### config.mk
export PLATFORM = sky130hd
export DESIGN_NAME = sbox_bram_arbiter_flat
export DESIGN_NICKNAME = d
export VERILOG_FILES = /design/src/rtl/sbox_bram_arbiter_if.sv /design/src/rtl/sbox_bram_arbiter.sv /design/src/flat_wrapper.sv
export SDC_FILE = /design/constraint.sdc
export NUM_CORES = 1
export LEC_CHECK = 0
export BUFFER_PORTS_ARGS = -buffer_cell sky130_fd_sc_hd__buf_2
export CORE_MARGIN = 2
export CORE_UTILIZATION = 30
export DETAILED_ROUTE_END_ITERATION = 6
export PLACE_DENSITY = 0.56
export REMOVE_ABC_BUFFERS = 1
export SLEW_MARGIN = 20
export SYNTH_ARGS = -nofsm -noshare
export SYNTH_HDL_FRONTEND = slang
export SYNTH_SLANG_ARGS = --single-unit
### constraint.sdc
create_clock -name clk -period 2.3 [get_ports clk]
set_input_delay 0.115 -clock clk [delete_from_list [all_inputs] [get_ports clk]]
set_output_delay 0.115 -clock clk [all_outputs]
set_load 0.02 [all_outputs]
### src/rtl/sbox_bram_arbiter_if.sv
// Requester-side bus of the S-box BRAM arbiter.
//   req_valid / req_addr  : per-requester lookup request (address slice i*ADDR_W)
//   req_ready             : request i granted this cycle (handshake = valid & ready)
//   rsp_valid / rsp_data  : one-cycle result pulse per requester (data slice i*DATA_W)
// master = requester side, slave = arbiter side.
interface sbox_bram_arbiter_if #(
    parameter int NREQ   = 4,
    parameter int ADDR_W = 10,
    parameter int DATA_W = 8
);
    logic [NREQ-1:0]        req_valid;
    logic [NREQ*ADDR_W-1:0] req_addr;
    logic [NREQ-1:0]        req_ready;
    logic [NREQ-1:0]        rsp_valid;
    logic [NREQ*DATA_W-1:0] rsp_data;

    modport master (
        output req_valid, req_addr,
        input  req_ready, rsp_valid, rsp_data
    );

    modport slave (
        input  req_valid, req_addr,
        output req_ready, rsp_valid, rsp_data
    );
endinterface

### src/rtl/sbox_bram_arbiter.sv
// Shares one dual-port read-only S-box BRAM between NREQ requesters.
// Up to two round-robin grants per cycle (port A, then port B); each result
// is routed back to its owner LAT+1 cycles after the handshake.
// After reset the BRAM output registers are flushed for FLUSH_CYC cycles.
//
// Ports:
//   clk                    : system clock (also the BRAM clock)
//   rst                    : asynchronous active-low reset
//   ifc                    : requester bus (slave side)
//   bram_addra/bram_addrb  : BRAM port addresses
//   bram_en                : BRAM EN / REGCE for both ports
//   bram_rst               : BRAM synchronous output-register reset
//   bram_doa/bram_dob      : BRAM read data
//   busy                   : at least one lookup in flight
//
// state | meaning
// FLUSH | bram_rst high, no grants, flush counter running
// RUN   | normal arbitration, stays here until reset
module sbox_bram_arbiter #(
    parameter int NREQ      = 4,
    parameter int ADDR_W    = 10,
    parameter int DATA_W    = 8,
    parameter int LAT       = 2,
    parameter int FLUSH_CYC = 2
) (
    input  logic                 clk,
    input  logic                 rst,
    sbox_bram_arbiter_if.slave   ifc,
    output logic [ADDR_W-1:0]    bram_addra,
    output logic [ADDR_W-1:0]    bram_addrb,
    output logic                 bram_en,
    output logic                 bram_rst,
    input  logic [DATA_W-1:0]    bram_doa,
    input  logic [DATA_W-1:0]    bram_dob,
    output logic                 busy
);
    localparam int ID_W  = (NREQ > 1) ? $clog2(NREQ) : 1;
    localparam int CNT_W = $clog2(FLUSH_CYC + 1);
    localparam logic [ID_W:0]    NREQ_X     = (ID_W + 1)'(NREQ);
    localparam logic [ID_W-1:0]  LAST_ID    = ID_W'(NREQ - 1);
    localparam logic [CNT_W-1:0] FLUSH_LOAD = CNT_W'(FLUSH_CYC - 1);

    typedef enum logic {FLUSH = 1'b0, RUN = 1'b1} state_t;

    state_t                    state;
    logic [CNT_W-1:0]          flush_cnt;
    logic [ID_W-1:0]           ptr;
    logic [ID_W-1:0]           ptr_nxt;
    logic [ID_W-1:0]           last_id;
    logic [ID_W:0]             scan;
    logic                      gnt_a, gnt_b;
    logic [ID_W-1:0]           id_a, id_b;
    logic [NREQ-1:0]           ready;

    // Per-port tracking pipeline: stage LAT-1 lines up with valid BRAM data.
    logic [LAT-1:0]            trk_a_vld, trk_b_vld;
    logic [LAT-1:0][ID_W-1:0]  trk_a_id, trk_b_id;

    logic [NREQ-1:0]           rsp_vld_q;
    logic [NREQ*DATA_W-1:0]    rsp_data_q;

    // Rotating scan from the pointer; first hit takes port A, second port B.
    always_comb begin
        gnt_a = 1'b0;
        gnt_b = 1'b0;
        id_a  = '0;
        id_b  = '0;
        scan  = '0;
        ready = '0;
        for (int k = 0; k < NREQ; k++) begin
            scan = {1'b0, ptr} + (ID_W + 1)'(k);
            if (scan >= NREQ_X) scan = scan - NREQ_X;
            if (state == RUN && ifc.req_valid[scan[ID_W-1:0]]) begin
                if (!gnt_a) begin
                    gnt_a = 1'b1;
                    id_a  = scan[ID_W-1:0];
                end else if (!gnt_b) begin
                    gnt_b = 1'b1;
                    id_b  = scan[ID_W-1:0];
                end
            end
        end
        if (gnt_a) ready[id_a] = 1'b1;
        if (gnt_b) ready[id_b] = 1'b1;
    end

    assign last_id = gnt_b ? id_b : id_a;
    assign ptr_nxt = (last_id == LAST_ID) ? '0 : last_id + ID_W'(1);

    assign bram_addra = gnt_a ? ifc.req_addr[id_a*ADDR_W +: ADDR_W] : '0;
    assign bram_addrb = gnt_b ? ifc.req_addr[id_b*ADDR_W +: ADDR_W] : '0;

    always_ff @(posedge clk or negedge rst) begin
        if (!rst) begin
            state      <= FLUSH;
            flush_cnt  <= FLUSH_LOAD;
            ptr        <= '0;
            trk_a_vld  <= '0;
            trk_b_vld  <= '0;
            trk_a_id   <= '0;
            trk_b_id   <= '0;
            rsp_vld_q  <= '0;
            rsp_data_q <= '0;
        end else begin
            case (state)
                FLUSH: begin
                    if (flush_cnt == '0) state <= RUN;
                    else                 flush_cnt <= flush_cnt - CNT_W'(1);
                end
                default: state <= RUN;
            endcase

            if (gnt_a) ptr <= ptr_nxt;

            trk_a_vld[0] <= gnt_a;
            trk_a_id[0]  <= id_a;
            trk_b_vld[0] <= gnt_b;
            trk_b_id[0]  <= id_b;
            for (int i = 1; i < LAT; i++) begin
                trk_a_vld[i] <= trk_a_vld[i-1];
                trk_a_id[i]  <= trk_a_id[i-1];
                trk_b_vld[i] <= trk_b_vld[i-1];
                trk_b_id[i]  <= trk_b_id[i-1];
            end

            // A and B never carry the same id in one cycle, so no write clash.
            rsp_vld_q <= '0;
            if (trk_a_vld[LAT-1]) begin
                rsp_vld_q[trk_a_id[LAT-1]]                   <= 1'b1;
                rsp_data_q[trk_a_id[LAT-1]*DATA_W +: DATA_W] <= bram_doa;
            end
            if (trk_b_vld[LAT-1]) begin
                rsp_vld_q[trk_b_id[LAT-1]]                   <= 1'b1;
                rsp_data_q[trk_b_id[LAT-1]*DATA_W +: DATA_W] <= bram_dob;
            end
        end
    end

    assign busy     = (|trk_a_vld) | (|trk_b_vld);
    assign bram_rst = (state == FLUSH);
    // Keeping EN high while anything is in flight means the BRAM never stalls.
    assign bram_en  = gnt_a | busy | (state == FLUSH);

    assign ifc.req_ready = ready;
    assign ifc.rsp_valid = rsp_vld_q;
    assign ifc.rsp_data  = rsp_data_q;
endmodule

### src/flat_wrapper.sv
// flat-port wrapper written by rule: the top's interface ports become plain ports
module sbox_bram_arbiter_flat 
#(
    parameter int NREQ      = 4,
    parameter int ADDR_W    = 10,
    parameter int DATA_W    = 8,
    parameter int LAT       = 2,
    parameter int FLUSH_CYC = 2
)
  (clk, rst, bram_addra, bram_addrb, bram_en, bram_rst, bram_doa, bram_dob, busy, ifc_req_valid, ifc_req_addr, ifc_req_ready, ifc_rsp_valid, ifc_rsp_data);
  sbox_bram_arbiter_if #(.NREQ(NREQ), .ADDR_W(ADDR_W), .DATA_W(DATA_W)) ifc_i ();
  input  logic clk;
  input  logic rst;
  output logic [ADDR_W-1:0] bram_addra;
  output logic [ADDR_W-1:0] bram_addrb;
  output logic bram_en;
  output logic bram_rst;
  input  logic [DATA_W-1:0] bram_doa;
  input  logic [DATA_W-1:0] bram_dob;
  output logic busy;
  input wire logic [$bits(ifc_i.req_valid)-1:0] ifc_req_valid;
  input wire logic [$bits(ifc_i.req_addr)-1:0] ifc_req_addr;
  output wire logic [$bits(ifc_i.req_ready)-1:0] ifc_req_ready;
  output wire logic [$bits(ifc_i.rsp_valid)-1:0] ifc_rsp_valid;
  output wire logic [$bits(ifc_i.rsp_data)-1:0] ifc_rsp_data;
  assign ifc_i.req_valid = ifc_req_valid;
  assign ifc_i.req_addr = ifc_req_addr;
  assign ifc_req_ready = ifc_i.req_ready;
  assign ifc_rsp_valid = ifc_i.rsp_valid;
  assign ifc_rsp_data = ifc_i.rsp_data;
  sbox_bram_arbiter #(.NREQ(NREQ), .ADDR_W(ADDR_W), .DATA_W(DATA_W), .LAT(LAT), .FLUSH_CYC(FLUSH_CYC)) u_core (.clk(clk), .rst(rst), .ifc(ifc_i), .bram_addra(bram_addra), .bram_addrb(bram_addrb), .bram_en(bram_en), .bram_rst(bram_rst), .bram_doa(bram_doa), .bram_dob(bram_dob), .busy(busy));
endmodule
---- Word level (Yosys, flattened, before mapping) ----
Cells that the tools add are included.
word-level totals
  input bits .............................. 62
  bits in registers ....................... 53
  ROM bits ................................ 0
  word-level logic and storage cells ...... 125
  bits in writable memories ............... 0
  latch bits .............................. 0
  output and inout port bits .............. 63
  memories ................................ 0
operators by class
  muxes and demuxes ....................... 59
  multiply operators ...................... 2
  order comparisons ....................... 16
  div/mod/pow operators ................... 0
  add/sub/neg operators ................... 11
  shift-type cells ........................ 6
  eq/ne operators ......................... 1
  reduce and logical (&&, ||, !) cells .... 12
  bitwise logic cells ..................... 7
operators by type and width
  cell                     count
  $shiftx 40x7->10         2
  $neg 5->34               2
  $shift 8x34->32 const A  2
  $shiftx 8x34->32         2
  $bwmux 32                2
  $mux 32                  2
  $mux 2                   21
  $lt 2x3->1 const B       8
  $mux 1                   20
  $mux 10                  2
  $mux 4                   4
  $mul 2x3->5 const B      2
  $sub 2x1->2 const B      5
  $ge 3x3->1 const B       3
  $bmux 1 s2               4
  $demux 1 s2              4
  $ge 2x1->1 const B       4
  $logic_and 1x1->1        8
  $or 4x4->4               2
  $add 2x2->3 const B      2
  $reduce_or 2->1          2
  $add 2x1->3 const B      1
  $ge 2x3->1 const B       1
  $or 1x1->1               3
  other kinds (5)          6

---- Logic depth before layout (Yosys ltp) ----
  depth after elaboration ................. 20
  depth in mapped cells ................... 14
  gate-level depth less buffers ........... 10

---- Least setup slack after synthesis ----
OpenSTA, ideal clock, no wires.
  kind .................................... flip-flop to output port
  from .................................... reg u_core.ptr[1]
  to ...................................... out bram_addra[2]
  cell stages (with the launch flop) ...... 14
  path slack .............................. -340 ps
  buffers on the path ..................... 3
  arrival ................................. 2525 ps
  data required time ...................... 2185 ps
  path through ............................ dfrtp_1 > buf_6 > buf_4 > nor2_1 > nor2_1 > nor2_1 > a211oi_1 > ha_1 > o21bai_1 > a21oi_1 > a311o_4 > nand2b_4 > buf_6 > o22ai_1
on the way
  word-level cells in the longest chain between the ends .. 15
  elaborated cells between the ends (all ways) .. 41
  classes of those cells .................. add/sub: 7; mul: 1; order compare: 4; shift: 1; mux: 24; reduce/logical: 4
ends and longest elaborated chain
  item                                                                  line                      source
  start: declaration                                                    sbox_bram_arbiter.sv:47   logic [ID_W-1:0] ptr;
  start signal: assignment                                              sbox_bram_arbiter.sv:113  if (gnt_a) ptr <= ptr_nxt;
  parallel branches: the longest is 14 deep, another holds $mul 2x3->5  --
  $mux 10 *                                                             sbox_bram_arbiter.sv:90   assign bram_addra = gnt_a ? ifc.req_addr[id_a*ADDR_W +: ADDR_W] : '0;
  end: declaration                                                      flat_wrapper.sv:14        output logic [ADDR_W-1:0] bram_addra;
Mark *: on every way between the ends. The select of a mux whose other input is x is not followed.

---- Final worst setup path ----
  from .................................... reg u_core.ptr[1]
  to ...................................... out bram_addrb[2]
on the way
  word-level cells in the longest chain between the ends .. 17
  elaborated cells between the ends (all ways) .. 47
  classes of those cells .................. add/sub: 7; mul: 1; order compare: 4; shift: 1; mux: 30; reduce/logical: 4
ends and longest elaborated chain
  item                                                                  line                     source
  parallel branches: the longest is 16 deep, another holds $add 2x1->3  --
  $mux 10 *                                                             sbox_bram_arbiter.sv:91  assign bram_addrb = gnt_b ? ifc.req_addr[id_b*ADDR_W +: ADDR_W] : '0;
  end: declaration                                                      flat_wrapper.sv:15       output logic [ADDR_W-1:0] bram_addrb;
Marked as above.

==> results.md <==
- DRC Markers: 0
- VDD IR max: 0.00163 V
- Asr flop ratio synth: 100%
- TNS Setup: -8570 ps
- Rows: 40
- Largest net degree at the start of global routing: 54
- Commonest non-fill, non-tap cell in the layout: buf_2
- Most used cell, CP: nor2_1
- Post-Syn Instances: 401
- First-pass GRT wire length: 18.4 mm
- Pwr Density: 1680 nW/µm²
- Reg-to-Reg End: u_core.ptr[1]$_DFFE_PN0P_
- First drt pass iteration count: 5
- Vias post-DR: 3777
- DP HPWL: 8.64 mm
- # clock sinks: 53
- Synth cell types: 60
- Pwr Total: 9.01 mW
- Congestion Overflow GR: 0
- Worst-case clock buffer depth: 2
- Commonest non-fill, non-tap cells in the layout: 108 x buf_2, 52 x nand2_1, 50 x dfrtp_1, 41 x buf_4, 37 x o21ai_0
- Die W: 116 µm
- Slew Limit Fails: 0
- Placeable Area: approximately 12000 µm²
- Placement Cell Area: 4730 µm²
- CP Data Arrival Time: 2580 ps
- Detail Route Antenna Nets: 0
- Placed cell count: roughly 700
- CP max stage cell: dfrtp_2
- IO Pins: 125
- Vias in the first global route: 3704
- Die Footprint: 13400 µm²
- Yosys warns: 0
- Synth Flop Type: dfrtp_1
- Depth of the worst register-to-register path: 12
- Hold slack: 79.7 ps
- Number of DRC markers in iteration 0: ~310
- Worst Setup End Kind: output port
- Critical Path Max Stage Delay: 460 ps
- Die Height: between 100 and 150 µm
- Synth Cell Area: 3750 µm²
- Post-detailed-route wirelength per cell: 16.7 µm
- Root Buffer Master: clkbuf_16
- FF-to-FF Start: u_core.ptr[1]$_DFFE_PN0P_
- Critical path type: flop to output port
- Initial Util: 31.0%
- Area Growth Syn to Fin: 42.8%
- R2R setup slack: -50 ps
- Setup crit start: u_core.ptr[1]$_DFFE_PN0P_
- Clock latency at the later pin of the worst-skew pair: just under 300 ps
- CP cell instances: nor2b_4, nor2_1, nor2_1, a211oi_2, buf_4, ha_4, nand3b_1, a31oi_4, buf_12, clkbuf_16, mux2i_1, o22ai_1, buf_2
- Gpl congestion: 0.845
- Post-synth top area share: 34.7%
- H-tree depth: 2
- Clk slew on worst S/H paths: 70 ps
- N_diodes: 0
- Design Area, Final: 5350 µm²
- CP startpoint kind: flop
- Final Hold Vio Count: 0
- Synth area leaders: dfrtp_1 35%, mux2i_1 11%, a22oi_1 6.8%, ha_1 5.3%, o21ai_0 5.2%
- RSZ-0062 raised after global routing: true
- Required time worst endpoint: 2180 ps
- Setup violations, final: 25
- CTS Buf Count: 5
- Max Clk Rate: 370 MHz
- Final core utilization: 44.2%
- Routed vias/inst: roughly 5.2
- Setup ws final: -400 ps
- GRT Overall Usage: roughly 17%
- Placement Setup Slack: -250 ps
- CP Capture Point: bram_addrb[2]
- MaxCap Viol Count: 0
- Clock Skew: 3.96 ps
- Yosys reg bits: 53
- Port bufs: 124
- CTS tree: yes
- Synth Area per Inst: 9.35 µm²
- Period utilization: 117%
- Status: finished with violations
- Sequential share of the synthesized area: 35.4%
- Post-synth EDFFs: 0
- Failing checks: negative setup slack
- Class of the worst hold path: input port to flop
- Slew @ Worst Pin: 668 ps
- WL final: 12.1 mm
- Relative slew slack: 55.5%
- Critical Path Fanout Max: 6
- Synth area leader: dfrtp_1
- Leakage power: 2.56 nW
- Layout cells sized above 1: 41.9%
- Number of antenna violations at the first check in global routing: 0
- Tmin final: 2700 ps
- Final Non-Filler Cells: 722
- Fin nets: 631
==> worst min-delay path by stage <==
| stage | cells past startpoint | end | slack, ps | start |
|---|---|---|---|---|
| floorplan | 0 | u_core.flush_cnt[1]$_DFFE_PN0P_ | -180 | rst |
| finish | 3 | u_core.ifc.rsp_data[1]$_DFF_PN0_ | 80 | bram_dob[1] |
| detailed placement | 2 | u_core.ifc.rsp_data[21]$_DFF_PN0_ | 280 | rst |
| global placement | 2 | u_core.ifc.rsp_data[15]$_DFF_PN0_ | 280 | rst |
| CTS | 3 | u_core.ifc.rsp_data[14]$_DFF_PN0_ | 80 | bram_dob[6] |
| global route | 3 | u_core.ifc.rsp_data[11]$_DFF_PN0_ | 110 | bram_dob[3] |
==> kinds of logic after synthesis <==
logic type	Yosys count	synth area share [%]
simple gates	105	14.9
flops	53	35.4
mux	45	12.2
fa+ha+maj	16	5.34
compound gates	134	24.2
xor+xnor	4	0.934
buf+inv	44	6.98
==> synthesized netlist by cell type, drive strengths merged (2+ instances only) <==
cell type  count
a211oi         3
nand2         53
buf           20
a21o           3
a31oi          3
and2           4
xnor2          4
nand2b         3
or2            2
mux2i         43
nor3           4
and3           2
inv           14
dfrtp         52
o21ai         43
nor2          12
clkbuf        10
nor4b          7
a22oi         34
nor2b          3
mux2           2
o22ai         25
a21oi         11
o31ai          2
ha            16
nand3          2
nor4           2
nor3b          4
==> layout make-up <==
class,count,area [µm²]
Multi-Input combinational cell,306,2370
Sequential cell,53,1330
Tap cell,168,210
Fill cell,1194,6760
Inverter,14,55.1
Clock inverter,3,68.8
Clock buffer,5,125
Timing Repair Buffer,173,1200
==> power breakdown <==
part           switching, mW  internal (mW)
Combinational           3.51           3.05
Sequential             0.221           1.25
Clock                  0.351          0.628
Total                   4.08           4.93
==> routing by layer <==
metal  global-route usage [%]  up-vias  routed length (µm)
li1                         -     1784                   -
met1                     21.6     1799                5110
met2                     30.2      177                5670
met3                     3.92       17                1050
met4                     4.92        0                 270
met5                        0        -                   0
==> worst max-delay path, delay by kind of cell, from the launching register on <==
kind	cells	cell delay, ps
compound gates	3	480
simple gates	4	420
fa+ha+maj	1	110
mux	1	200
flops	1	460
buf+inv	4	620
==> state kept, by name (all words and copies together) (netlist names) <==
signal and count:
u_core.flush_cnt 2, u_core.ifc.rsp_data 32, u_core.ifc.rsp_valid 4, u_core.ptr 2
u_core.state 1, u_core.trk_a_id 4, u_core.trk_a_vld 2, u_core.trk_b_id 4
u_core.trk_b_vld 2
==> what timing repair did <==
item | CTS | global route
setup buffers | 0 | 4
endpoints found under the hold margin | 52 | 0
pin swaps | 8 | 7
resized for setup | 30 | 42
setup endpoints to repair | 26 | 27
gates cloned | 1 | 4
hold buffers | 1 | 0
(Power assumes the default switching activity.)
